`config.mk`:
```
export PLATFORM = sky130hd
export DESIGN_NAME = branch_predictor_btb
export DESIGN_NICKNAME = d
export VERILOG_FILES = /design/src/rtl/cpu_pkg.sv /design/src/rtl/sat_counter2.sv /design/src/rtl/branch_predictor_btb.sv
export SDC_FILE = /design/constraint.sdc
export NUM_CORES = 2
export LEC_CHECK = 0
export CORE_ASPECT_RATIO = 0.5
export CORE_MARGIN = 8
export CORE_UTILIZATION = 55
export DETAILED_ROUTE_END_ITERATION = 12
export GPL_ROUTABILITY_DRIVEN = 0
export PLACE_DENSITY = 0.71
export RECOVER_POWER = 25
export SKIP_CTS_REPAIR_TIMING = 1
export SLEW_MARGIN = 25
export SYNTH_ARGS = -nofsm -noshare
export SYNTH_HDL_FRONTEND = slang
export SYNTH_SLANG_ARGS = --single-unit
```
`constraint.sdc`:
```
create_clock -name clk -period 5.45 [get_ports clk]
set_input_delay 1.09 -clock clk [delete_from_list [all_inputs] [get_ports clk]]
set_output_delay 1.09 -clock clk [all_outputs]
set_load 0.02 [all_outputs]
```
`src/rtl/cpu_pkg.sv`:
```
// Shared CPU definitions: datapath width and branch
// predictor 2-bit counter encodings.
package cpu_pkg;

  localparam int XLEN = 32;

  typedef enum logic [1:0] {
    CTR_SNT = 2'b00,
    CTR_WNT = 2'b01,
    CTR_WT  = 2'b10,
    CTR_ST  = 2'b11
  } ctr_e;

  localparam ctr_e CTR_RESET = CTR_WNT;
  localparam ctr_e CTR_ALLOC = CTR_WT;

endpackage

```
`src/rtl/sat_counter2.sv`:
```
// 2-bit saturating up/down counter, next-state only.
// Holds at ST when counting up and at SNT when counting down.
module sat_counter2
  import cpu_pkg::*;
(
  input  ctr_e ctr_i,
  input  logic inc_i,
  output ctr_e ctr_o
);

  always_comb begin
    ctr_o = ctr_i;
    unique case (1'b1)
      inc_i && (ctr_i != CTR_ST):
        ctr_o = ctr_e'(ctr_i + 2'd1);
      !inc_i && (ctr_i != CTR_SNT):
        ctr_o = ctr_e'(ctr_i - 2'd1);
      default: ctr_o = ctr_i;
    endcase
  end

endmodule

```
`src/rtl/branch_predictor_btb.sv`:
```
// Direct-mapped BTB with 2-bit direction counters, trained
// from EX, plus mispredict detection and perf counters.
module branch_predictor_btb
  import cpu_pkg::*;
#(
  parameter int ENTRIES = 16
) (
  input  logic            clk,
  input  logic            reset,
  input  logic [XLEN-1:0] pc_F,
  output logic            pred_takenF,
  output logic [XLEN-1:0] pred_targetF,
  input  logic            ex_branch_valid,
  input  logic [XLEN-1:0] pc_E,
  input  logic            taken_E,
  input  logic [XLEN-1:0] target_E,
  input  logic            pred_takenE,
  input  logic [XLEN-1:0] pred_targetE,
  output logic            mispredict,
  output logic [XLEN-1:0] redirect_pc,
  output logic [31:0]     branch_count,
  output logic [31:0]     mispredict_count
);

  localparam int IDX_W = $clog2(ENTRIES);
  localparam int TAG_W = 30 - IDX_W;

  logic [ENTRIES-1:0] valid_q, valid_d;
  logic [TAG_W-1:0]   tag_q    [ENTRIES];
  logic [TAG_W-1:0]   tag_d    [ENTRIES];
  logic [XLEN-1:0]    target_q [ENTRIES];
  logic [XLEN-1:0]    target_d [ENTRIES];
  ctr_e               ctr_q    [ENTRIES];
  ctr_e               ctr_d    [ENTRIES];

  logic [31:0] br_cnt_q, br_cnt_d;
  logic [31:0] mp_cnt_q, mp_cnt_d;

  logic [IDX_W-1:0] f_idx, e_idx;
  logic [TAG_W-1:0] f_tag, e_tag;
  logic             f_hit, e_hit;
  ctr_e             ctr_nxt;
  logic             unused_pc_lsb;

  assign unused_pc_lsb = ^{pc_F[1:0], pc_E[1:0]};

  assign f_idx = pc_F[IDX_W+1:2];
  assign f_tag = pc_F[31:IDX_W+2];
  assign e_idx = pc_E[IDX_W+1:2];
  assign e_tag = pc_E[31:IDX_W+2];

  assign f_hit = valid_q[f_idx] && (tag_q[f_idx] == f_tag);
  assign e_hit = valid_q[e_idx] && (tag_q[e_idx] == e_tag);

  // Outputs are forced quiet while reset is held.
  assign pred_takenF  = reset && f_hit && ctr_q[f_idx][1];
  assign pred_targetF = pred_takenF ? target_q[f_idx] : '0;

  assign mispredict = reset && ex_branch_valid &&
                      ((taken_E != pred_takenE) ||
                       (taken_E && (target_E != pred_targetE)));

  assign redirect_pc = !mispredict ? '0 :
                       taken_E ? target_E : pc_E + 32'd4;

  assign branch_count     = br_cnt_q;
  assign mispredict_count = mp_cnt_q;

  sat_counter2 u_ctr (
    .ctr_i (ctr_q[e_idx]),
    .inc_i (taken_E),
    .ctr_o (ctr_nxt)
  );

  always_comb begin
    valid_d  = valid_q;
    tag_d    = tag_q;
    target_d = target_q;
    ctr_d    = ctr_q;
    br_cnt_d = br_cnt_q;
    mp_cnt_d = mp_cnt_q;
    if (ex_branch_valid) begin
      if (e_hit) begin
        ctr_d[e_idx] = ctr_nxt;
        if (taken_E) target_d[e_idx] = target_E;
      end else if (taken_E) begin
        valid_d[e_idx]  = 1'b1;
        tag_d[e_idx]    = e_tag;
        target_d[e_idx] = target_E;
        ctr_d[e_idx]    = CTR_ALLOC;
      end
      if (br_cnt_q != '1) br_cnt_d = br_cnt_q + 32'd1;
      if (mispredict && (mp_cnt_q != '1))
        mp_cnt_d = mp_cnt_q + 32'd1;
    end
  end

  always_ff @(posedge clk or negedge reset) begin
    if (!reset) begin
      valid_q  <= '0;
      br_cnt_q <= '0;
      mp_cnt_q <= '0;
      for (int i = 0; i < ENTRIES; i++) begin
        tag_q[i]    <= '0;
        target_q[i] <= '0;
        ctr_q[i]    <= CTR_RESET;
      end
    end else begin
      valid_q  <= valid_d;
      tag_q    <= tag_d;
      target_q <= target_d;
      ctr_q    <= ctr_d;
      br_cnt_q <= br_cnt_d;
      mp_cnt_q <= mp_cnt_d;
    end
  end

endmodule
```
==> summary.md <==
| Metric | Value |
|---|---|
| Outcome | `finished, violations left` |
| Failing checks | `capacitance limit, slew limit` |
| Die W | `459.1 um` |
| Worst Tran Pin Value | `3.299 ns` |
| CP max FO | `10` |
| Initial antenna violation count | `2` |
| Clk_skew | `0.03399 ns` |
| Cells after Synth | `3603` |
| Post-synthesis cell type count | `73` |
| Total track usage | `29.08%` |
| Root buffer cell | `clkbuf_16` |
| H-tree depth | `3` |
| Power per cell area | `346.5 nW/um^2` |
| Warnings, synthesis | `0` |
| Final core occ | `64.86%` |
| Antenna-violating nets left | `0` |
| Crit start category | `input port` |
| Final Cell Area | `63230 sq um` |
| Largest net degree at the start of global routing | `173` |
| Clk sinks | `1040` |
| Min cycle time layout | `5.408 ns` |
| RSZ-0062 raised after global routing | `false` |
| Port bufs | `260` |
| Post-DP Area | `59730 sq um` |
| Main synth FF type | `dfrtp_1` |
| Clock Latency Late Sink | `0.72 ns` |
| CTS tree | `done` |
| Post-Syn Nets | `3742` |
| Number of global-route vias before repair | `35950` |
| WL final | `160800 um` |
| Area of the multi-input gates | `26330 sq um` |
| N_diodes | `0` |
| IO Count | `263` |
| Total negative setup slack | `0 ns` |
| Slew Limit Fails | `334` |
| Critical path's most frequent cell | `clkdlybuf4s50_1` |
| Final instance count without filler cells | `5316` |
| Hold WC Path Type | `in -> async` |
| Remaining Overflow, GRT | `0` |
| Tcrit/Tclk final | `99.23%` |
| CP Capture Type | `output port` |
| Final hold viol count | `0` |
| DRC viols | `0` |
| Data arrival time of the worst path | `4.32 ns` |
| Core area | `97500 sq um` |
| Async SR Flop Fraction | `100.0%` |
| 1st-iter DRT viols | `3328` |
| Rel. slew slack | `-120.0%` |
| Fmax achieved | `184.9 MHz` |
| Final setup fails | `0` |
| Die area | `109100 sq um` |
| DRT Pass-1 Iters | `5` |
| Synthesized flop and latch total | `1040` |
| Post-DP HPWL | `104200 um` |
| Tot Pwr | `21.91 mW` |
| Routed WL per cell | `30.26 um` |
| Placed cells | `5136` |
| Num rows | `81` |
| Max Cap Viol | `5` |
| Maximum vdd drop | `235.1 uV` |
| Worst path slowest cell | `xor2_1` |
| Worst EP required | `4.36 ns` |
| Setup CP Type | `in -> out` |
| Worst-path clk slew | `0.07 ns` |
| CTS Buf Count | `94` |
| Die height | `237.6 um` |
| CP peak stage delay | `0.66 ns` |
| Global-route wire length before repair | `239700 um` |
| Sequential share of the synthesized area | `48.24%` |
| Synth Area per Inst | `14.99 sq um` |
| Crit path cell chain | `clkdlybuf4s50_1 -> xor2_1 -> nor4_2 -> nand2_1 -> or4_1 -> o2111ai_4 -> a211oi_1 -> buf_4 -> clkdlybuf4s50_1` |
| Post-synth EDFFs | `0` |
| Share of cells above drive strength 1 | `46.66%` |
| Area delta synth->final | `17.11%` |
| Vias per cell | `6.474` |
| Vias | `34420` |
| Fill count | `6904` |
| Mapped cell area | `54000 sq um` |
| Layout Nets | `4048` |
| Leakage | `28.04 nW` |
| Initial Util | `55.38%` |
| Reg area | `26050 sq um` |
| Clock Tree Buf Depth | `3` |
[through the flow]
| stage | hold WS [ns] | setup slack, ns |
|---|---|---|
| after global placement | 0.4655 | -0.7927 |
| final | 0.2717 | 0.04215 |
| after CTS | 0.2501 | -0.7940 |
| after floorplan | 0.4505 | 0.2123 |
| after global routing | 0.2696 | 0.01283 |
| after detailed placement | 0.4793 | -0.7679 |
[synth_stat cells, types with 41 or more instances]
library cell  count  area (sq um)
xnor2_1         106         928.4
nor2_1           79         296.5
dfrtp_1        1024         25620
xor2_1           62         543.0
mux4_2          390          8783
clkbuf_1        223         837.1
a21oi_1          46         230.2
mux2i_1          70         700.7
nand2_1         104         390.4
mux2_2          685          7714
mux2_4          247          3709
buf_1            51         191.4
nand3_1          41         205.2
[flip-flops by register name, summed over array words and instances (netlist names)]
register	count
tag_q	416
valid_q	16
mispredict_count	32
target_q	512
ctr_q	32
branch_count	32
[cell type report]
| cell class | count | area share (%) |
|---|---|---|
| Clock buffer | 133 | 4.367 |
| Clock inverter | 42 | 0.8271 |
| Inverter | 36 | 0.2137 |
| Multi-Input combinational cell | 2186 | 41.63 |
| Sequential cell | 1040 | 41.19 |
| Tap cell | 1328 | 2.628 |
| Timing Repair Buffer | 551 | 9.143 |
[report_power, final]
part	internal [mW]	total (mW)	switching (mW)
registers	9.16	10.1	0.987
clock network	3.99	7.12	3.13
logic	2.84	4.65	1.81
[cells by family (layout without fill, tap and decap cells)]
family | count (synthesis) | after routing | share of synthesized area (%)
AND/OR/NAND/NOR | 412 | 412 | 3.916
XOR/XNOR | 168 | 168 | 2.725
flip-flops | 1040 | 1040 | 48.24
buffers and inverters | 377 | 762 | 3.244
multiplexers | 1392 | 1392 | 38.72
adder cells (fa/ha/maj) | 7 | 7 | 0.1576
AO/OA/AOI/OAI | 207 | 207 | 3.003
[critical path, delay by kind of cell]
family	cells	cell delay, ns
AND/OR/NAND/NOR	3	0.43
XOR/XNOR	1	0.66
buffers and inverters	3	1.33
AO/OA/AOI/OAI	2	0.80
[routing by layer]
layer  track usage, %  share of wire (%)  vias up
met4            10.00                3.9        0
met2            45.59                 47     1465
li1                 -                  -    14100
met5                0                  0        -
met3            6.437                7.7      324
met1            40.56                 42    18530
[path summary, 6_finish.rpt]
| check | slack [ns] | start | cells after the start | to |
|---|---|---|---|---|
| worst max-delay path | 0.04 | target_E[28] | 9 | redirect_pc[15] |
| worst min-delay path | 0.27 | reset | 1 | tag_q[365] |
| worst max register to register | 1.80 | tag_q[107] | 11 | ctr_q[20] |
| worst min register to register | 0.49 | mispredict_count[28] | 1 | mispredict_count[28] |
| max in group asynchronous | 0.83 | reset | 3 | target_q[338] |
| min in group clk | 0.49 | mispredict_count[28] | 1 | mispredict_count[28] |
[cell usage in the layout, fill, tap and decap left out, drive strengths merged, types with 8 or more instances in the layout]
cell type,netlist,layout
nor4,20,20
bufinv,0,9
nor3,14,14
nand4,31,31
and2,12,12
inv,34,36
a22o,8,8
and3,26,26
a21oi,62,62
nand2,104,104
mux4,390,390
nand3,42,42
mux2,932,932
dfstp,16,16
clkbuf,223,143
xnor2,106,106
clkdlybuf4s50,0,218
a31o,16,16
o31ai,17,17
dfrtp,1024,1024
a311oi,17,17
dlymetal6s2s,0,32
or2,18,18
nor2b,40,40
nor2,79,79
o21ai,16,16
clkinv,2,29
nand2b,8,8
buf,118,291
a22oi,19,19
a211oi,8,8
xor2,62,62
mux2i,70,70
No activity file was read; power rests on OpenSTA's default activity.
